==> config.mk <==
export PLATFORM = sky130hd
export DESIGN_NAME = out_queue
export DESIGN_NICKNAME = d
export VERILOG_FILES = /design/src/rtl/out_queue.sv
export SDC_FILE = /design/constraint.sdc
export NUM_CORES = 1
export LEC_CHECK = 0
export BUFFER_PORTS_ARGS = -buffer_cell sky130_fd_sc_hd__buf_2
export CAP_MARGIN = 40
export CORE_ASPECT_RATIO = 0.7
export CORE_UTILIZATION = 45
export CTS_CLUSTER_DIAMETER = 40
export DETAILED_ROUTE_END_ITERATION = 6
export PLACE_DENSITY = 0.62
export SETUP_SLACK_MARGIN = 0.2
export SKIP_LAST_GASP = 1
export SLEW_MARGIN = 20
export SYNTH_ARGS = -nofsm -noshare
export SYNTH_HDL_FRONTEND = slang
export SYNTH_SLANG_ARGS = --single-unit
==> constraint.sdc <==
create_clock -name clk -period 12 [get_ports clk]
set_input_delay 0.6 -clock clk [delete_from_list [all_inputs] [get_ports clk]]
set_output_delay 0.6 -clock clk [all_outputs]
set_load 0.02 [all_outputs]
==> src/rtl/out_queue.sv <==
// In-order output queue between issue and the UART sender. Entries hold an operand that may
// still be in flight plus its branch speculation depth, and drain as 1- or 4-byte transfers
// once non-speculative and ready.
module out_queue #(
    parameter int unsigned N_ENTRY   = 8,
    parameter int unsigned N_CDB     = 2,
    parameter int unsigned N_B_ENTRY = 4,
    parameter int unsigned TAG_W     = 6
) (
    input  logic                                clk,
    input  logic                                reset,
    // Register-file read result (only the first read port is relevant here)
    input  logic                                gpr_read_valid,
    input  logic [TAG_W-1:0]                    gpr_read_tag,
    input  logic [31:0]                         gpr_read_data,
    // Result broadcasts; lower index has priority on a (illegal) multiple hit
    input  logic [N_CDB-1:0]                    gpr_cdb_valid,
    input  logic [N_CDB-1:0][TAG_W-1:0]         gpr_cdb_tag,
    input  logic [N_CDB-1:0][31:0]              gpr_cdb_data,
    input  logic [$clog2(N_B_ENTRY):0]          b_count_next,
    input  logic                                b_commit,
    input  logic                                issue_req_valid,
    output logic                                issue_req_ready,
    input  logic                                issue_word,
    input  logic                                sender_ready,
    output logic                                sender_valid,
    output logic [7:0]                          sender_in,
    input  logic                                failure,
    output logic                                empty
);

    localparam int unsigned CNT_W = $clog2(N_ENTRY) + 1;
    localparam int unsigned BC_W  = $clog2(N_B_ENTRY) + 1;

    logic [CNT_W-1:0] count_q, count_d;
    logic [1:0]       byte_idx_q, byte_idx_d;

    logic             opd_valid_q [N_ENTRY];
    logic [TAG_W-1:0] opd_tag_q   [N_ENTRY];
    logic [31:0]      opd_data_q  [N_ENTRY];
    logic             word_q      [N_ENTRY];
    logic [BC_W-1:0]  bc_q        [N_ENTRY];

    logic             opd_valid_d [N_ENTRY];
    logic [TAG_W-1:0] opd_tag_d   [N_ENTRY];
    logic [31:0]      opd_data_d  [N_ENTRY];
    logic             word_d      [N_ENTRY];
    logic [BC_W-1:0]  bc_d        [N_ENTRY];

    // Resident entries after this cycle's CDB snoop and branch commit
    logic             upd_valid [N_ENTRY];
    logic [31:0]      upd_data  [N_ENTRY];
    logic [BC_W-1:0]  upd_bc    [N_ENTRY];

    logic             new_valid;
    logic [31:0]      new_data;
    logic             xfer, pop, accept;
    logic [CNT_W-1:0] wr_slot, run_len;
    logic             run_stop;

    // Head decode: registered state only, so sender_in is stable while stalled
    always_comb begin
        sender_valid    = (count_q != '0) && (bc_q[0] == '0) && opd_valid_q[0];
        sender_in       = opd_data_q[0][{byte_idx_q, 3'b000} +: 8];
        empty           = (count_q == '0);
        xfer            = sender_valid && sender_ready;
        pop             = xfer && (!word_q[0] || byte_idx_q == 2'd3);
        issue_req_ready = !reset && (pop || count_q < CNT_W'(N_ENTRY));
        accept          = issue_req_valid && issue_req_ready && !failure;
        wr_slot         = count_q - CNT_W'(pop);
    end

    // Snoop the CDBs for resident entries and the entry being issued; walk high to low
    // so the lowest matching bus index ends up winning
    always_comb begin
        for (int i = 0; i < int'(N_ENTRY); i++) begin
            upd_valid[i] = opd_valid_q[i];
            upd_data[i]  = opd_data_q[i];
            upd_bc[i]    = (b_commit && bc_q[i] != '0) ? bc_q[i] - BC_W'(1) : bc_q[i];
            if (!opd_valid_q[i]) begin
                for (int c = int'(N_CDB) - 1; c >= 0; c--) begin
                    if (gpr_cdb_valid[c] && gpr_cdb_tag[c] == opd_tag_q[i]) begin
                        upd_valid[i] = 1'b1;
                        upd_data[i]  = gpr_cdb_data[c];
                    end
                end
            end
        end
        new_valid = gpr_read_valid;
        new_data  = gpr_read_data;
        if (!gpr_read_valid) begin
            for (int c = int'(N_CDB) - 1; c >= 0; c--) begin
                if (gpr_cdb_valid[c] && gpr_cdb_tag[c] == gpr_read_tag) begin
                    new_valid = 1'b1;
                    new_data  = gpr_cdb_data[c];
                end
            end
        end
    end

    // Length of the leading non-speculative run; this is what survives a flush
    always_comb begin
        run_len  = '0;
        run_stop = 1'b0;
        for (int i = 0; i < int'(N_ENTRY); i++) begin
            if (!run_stop && CNT_W'(i) < count_q && bc_q[i] == '0) begin
                run_len = run_len + CNT_W'(1);
            end else begin
                run_stop = 1'b1;
            end
        end
    end

    // Next-state: shift on pop, write the accepted entry behind the survivors
    always_comb begin
        for (int i = 0; i < int'(N_ENTRY); i++) begin
            int src;
            src = (pop && i != int'(N_ENTRY) - 1) ? i + 1 : i;
            opd_valid_d[i] = upd_valid[src];
            opd_tag_d[i]   = opd_tag_q[src];
            opd_data_d[i]  = upd_data[src];
            word_d[i]      = word_q[src];
            bc_d[i]        = upd_bc[src];
            if (accept && CNT_W'(i) == wr_slot) begin
                opd_valid_d[i] = new_valid;
                opd_tag_d[i]   = gpr_read_tag;
                opd_data_d[i]  = new_data;
                word_d[i]      = issue_word;
                bc_d[i]        = b_count_next;
            end
        end

        if (failure) begin
            count_d = run_len - CNT_W'(pop);
        end else begin
            count_d = count_q + CNT_W'(accept) - CNT_W'(pop);
        end

        byte_idx_d = byte_idx_q;
        if (xfer) begin
            byte_idx_d = pop ? 2'd0 : byte_idx_q + 2'd1;
        end
        // A mid-word head is never speculative, so it only resets when nothing survives
        if (failure && count_d == '0) begin
            byte_idx_d = 2'd0;
        end
    end

    // Control state with synchronous reset
    always_ff @(posedge clk) begin
        if (reset) begin
            count_q    <= '0;
            byte_idx_q <= 2'd0;
        end else begin
            count_q    <= count_d;
            byte_idx_q <= byte_idx_d;
        end
    end

    // Entry payloads need no reset; count gates their validity
    always_ff @(posedge clk) begin
        for (int i = 0; i < int'(N_ENTRY); i++) begin
            opd_valid_q[i] <= opd_valid_d[i];
            opd_tag_q[i]   <= opd_tag_d[i];
            opd_data_q[i]  <= opd_data_d[i];
            word_q[i]      <= word_d[i];
            bc_q[i]        <= bc_d[i];
        end
    end

endmodule

==> results.md <==
- The max-slew headroom at the worst pin is 31.8%.
- The floorplan step defined a die boundary enclosing 0.0506 mm^2.
- The synthesis-stage register bit count is 350.
- In the layout the commonest cells are o22a_1, dfxtp_1, nand2_1.
- The total internal power is 3660 uW.
- Per report_power, the sequential group accounts for 36.5% of the total.
- The weighted congestion reported at the end of routability-driven placement is 0.860.
- The total standard cell area after synthesis is 0.0224 mm^2.
- The post-route clock skew is 25.6 ps.
- The deepest clock path buffer count is 3.
- The cell taking the most area after synthesis is dfxtp_1.
- The number of global-route vias before repair is 20,000.
- The root buffer cell chosen for the clock tree is clkbuf_16.
- Counting flops with a built-in enable in the synthesized netlist gives 35.
- The commonest non-fill, non-tap cell in the layout is o22a_1.
- The filler cell count is 4,458.
- The type of the most critical hold path is in -> reg.
- The top-level port count is 138.
- For this block, the via count after detailed routing is 21,100.
- After synthesis, the cell types taking the most area are dfxtp_1, o22a_1, mux2_2, o22ai_1, edfxtp_1.
- Among all flip-flop cells after synthesis, the most frequent one is dfxtp_1.
- The final layout contains routed wiring with a total length of 80,800 um.
- For this design the static power due to leakage is 0.00866 uW.
- For this block, the initial DRC count from the detailed router was 2,349.
- The flow ran to the end, and the final reports show no timing, DRC or antenna violations.
- The period utilization is 51.4%.
- The number of nets handed over by synthesis was 2,745.
- In this run the worst path has a maximum fanout of 11.
- The proportion of power drawn by the clock network is 28.9%.
- The count of cell types in the netlist is 65.
- The final-report max-slew violation count is 0.
- The clock drives 350 sinks.
- Derived from the worst setup path, the maximum achievable clock frequency is 0.162 GHz.
- The clock transition time at the flip-flop clock pins of the worst setup and hold paths is 60 ps.
- The area of placed instances is 0.0233 mm^2.
- Entering global routing, the biggest net connects 148 pins.
- The time the final worst path needs with I/O delays and setup is 6170 ps.
- The type of element capturing the critical path is a flop.
- Measured along the y axis, the die boundary spans 189 um.
- Counting stages on the worst path, the most repeated cell is ha_1.
- The measured slew at the worst slew-check pin is 1020 ps.
- The clock network latency to the later pin of the worst-skew pair is 600 ps.
- The number of instances resized during post-cts repair is 0.
- Global routing finished with a remaining overflow of 0.
- The average instance in the mapped netlist occupies 8.66 um^2.
- The initial antenna violation count was 4.
- Once detail routing completed, the nets flagged for antenna violations numbered 0.
- Counting every instance in the synthesized netlist gives 2,584.
- After routing, the total negative slack on setup checks comes to 0 ps.
- Using the TritonRoute via totals, the vias-per-cell ratio works out to 6.59.
- The layout net count is 2,667.
- The signal on the critical path passes through inv_1 > ha_1 > nor3b_2 > nor2b_1 > ha_1 > nand3b_1 > o221ai_1 > ha_1 > nor2_1 > nor2_1 > ha_1 > nor2_1 > mux2i_1 > and2_1 > xor2_1 > ha_1 > mux2i_1 > ha_1 > xor2_1 > xnor2_1 > xor2_1 > and4_1 > a211oi_1.
- On the worst path, the slowest cell contributes a delay of 670 ps.
- The count of hold buffers inserted by post-cts repair is 0.
- The first detailed-routing pass ran for 6 iterations.
- The final standard cell area without fillers is 0.0252 mm^2.
- Setup violations remaining at the end of the flow were counted as 0.
- The first-pass GRT wire length is 123,000 um.
- In this run switching power makes up 33.8% of total power.
- The critical path is of the reg -> reg type.
- The maximum level of the CTS H-tree is 2.
- The post-synthesis sequential area ratio is 32.9%.
- The TritonCTS clock tree is built.
- The slowest cell on the critical path is o221ai_1.
- The area growth from synthesis to final layout is 12.5%.
- The worst path buffer plus inverter count is 1.
- For the worst setup path, the data required time is 12,450 ps.
- For the worst setup path, the data arrival time is 6610 ps.
- The kind of cell with the highest combined delay on the critical path is adder cells.
- Counting flops with an async set or reset pin after synthesis yields a share of 0%.
- In the routed design, unresolved DRC markers number 0.
- The worst-case IR drop observed on VDD is 0.000125 V.
- In this run the power spent charging and discharging nets is 1870 uW.
- STA classifies the critical path startpoint as a flop.
- The number of hold-slack violations in the final timing report is 0.
- After legalization and detailed placement, the total HPWL measured 49,000 um.
- Clock tree synthesis inserted a total of 53 buffers.
- The port buffer count is 137.
- The floorplan has 67 rows.
- The core region is 0.0485 mm^2.
- Measured along the x axis, the die boundary spans 268 um.
- Dividing the detail-routed wire length by the instance count gives 25.2 um.
- The Yosys warning count is 0.
- Setup repair after global routing left no endpoint under its margin.
- The fraction of layout instances using a drive strength above 1 is 21.8%.
- The number of max-capacitance violations reported is 0.
- The overall routing resource usage is 31.1%.
- After clock tree synthesis, the setup repair step added 0 buffers.
- The initial core utilization is 46.2%.
- The area share of the largest cell type after synthesis is 28.2%.
- The fraction of power consumed by combinational cells is 34.7%.
- Dividing total power by cell area gives a power density of 220 mW/mm^2.
[state kept, by name (all words and copies together) (netlist names)]
signal / cells
bc_q: 24
byte_idx_q: 2
count_q: 4
opd_data_q: 256
opd_tag_q: 48
opd_valid_q: 8
word_q: 8
[routing by layer]
metal	GRT usage, %	vias up	routed length (um)
li1	-	9509	-
met1	44.2	10300	35500
met2	47.3	1114	35300
met3	5.12	175	7540
met4	11.1	2	2470
met5	0	-	17
[final timing paths]
path                          from                    endpoint  slack, ps  cells past startpoint
min reg2reg    word_q[6]$_DFFE_PP_           word_q[5]$_DFF_P_        520                      2
min                b_count_next[0]          bc_q[1][6]$_DFF_P_        240                      3
max          count_q[2]$_SDFF_PP0_  byte_idx_q[0]$_SDFFE_PP0P_       5830                     23
max reg2reg  count_q[2]$_SDFF_PP0_  byte_idx_q[0]$_SDFFE_PP0P_       5830                     23
[worst reg2reg max path: stages (launching register included)]
cell	delay (ps)
dfxtp_1	410
inv_1	120
ha_1	320
nor3b_2	220
nor2b_1	390
ha_1	370
nand3b_1	190
o221ai_1	670
ha_1	380
nor2_1	150
nor2_1	60
ha_1	310
nor2_1	50
mux2i_1	360
and2_1	260
xor2_1	230
ha_1	290
mux2i_1	180
ha_1	200
xor2_1	180
xnor2_1	150
xor2_1	230
and4_1	250
a211oi_1	80
[cell usage after synthesis, drive strengths merged (2+ instances only)]
cell      n
nand2   228
inv      46
mux2i    38
a21oi   121
nor3     10
and3      6
nand3b    4
o21a     32
edfxtp   35
o221ai   33
or4      10
nand4    24
buf     147
a21o      2
xor2     63
o22ai   224
o211ai   35
clkbuf  175
nor2b     6
dfxtp   315
mux2    224
o22a    320
a211oi    7
nand2b   10
nor2    111
and4b     2
o211a     2
o21ai   198
xnor2    67
nor3b    10
mux4      8
nand3     4
ha       33
nor4     11
and2      3
or2       3
[through the flow]
step                      setup slack, ps  instances  hold WS [ps]  power, uW  util [%]
after global placement               6340       3089           497       3750      47.4
final                                5830       3209           240       5520      51.9
after global routing                 5580       3208           274       5800      51.9
after floorplan                      6850       2584           483       3360         -
after detailed placement             6030       3105           512       3890      48.1
after CTS                            5960       3205           232       5480      51.8
[power by group through the flow]
stage	Clock, uW	Combinational [uW]	Sequential [uW]
after global routing	1650	2090	2050
after floorplan	0	1490	1870
after CTS	1600	1880	2000
final	1590	1910	2010
after detailed placement	0	1870	2020
after global placement	0	1670	2070
[final cells by class]
| class | count | area (um^2) | area share, % |
|---|---|---|---|
| clock inverter | 34 | 369 | 1.47 |
| timing repair buffer | 189 | 1340 | 5.32 |
| tap | 655 | 820 | 3.26 |
| antenna | 3 | 7.51 | 0.0298 |
| inverter | 46 | 180 | 0.716 |
| multi-input combinational | 1866 | 13600 | 54.2 |
| clock buffer | 66 | 1450 | 5.75 |
| sequential | 350 | 7370 | 29.3 |
[logic make-up (layout without fill, tap and decap cells)]
family | Yosys count | in the layout | synth area share, %
AO/OA/AOI/OAI | 985 | 985 | 30.4
AND/OR/NAND/NOR | 446 | 446 | 9.05
buffers and inverters | 368 | 335 | 6.76
flip-flops | 350 | 350 | 32.9
multiplexers | 270 | 270 | 13.8
XOR/XNOR | 131 | 131 | 5.19
adder cells (fa/ha/maj) | 34 | 34 | 1.94
other | 0 | 3 | 0
No activity file was read; power rests on OpenSTA's default activity.
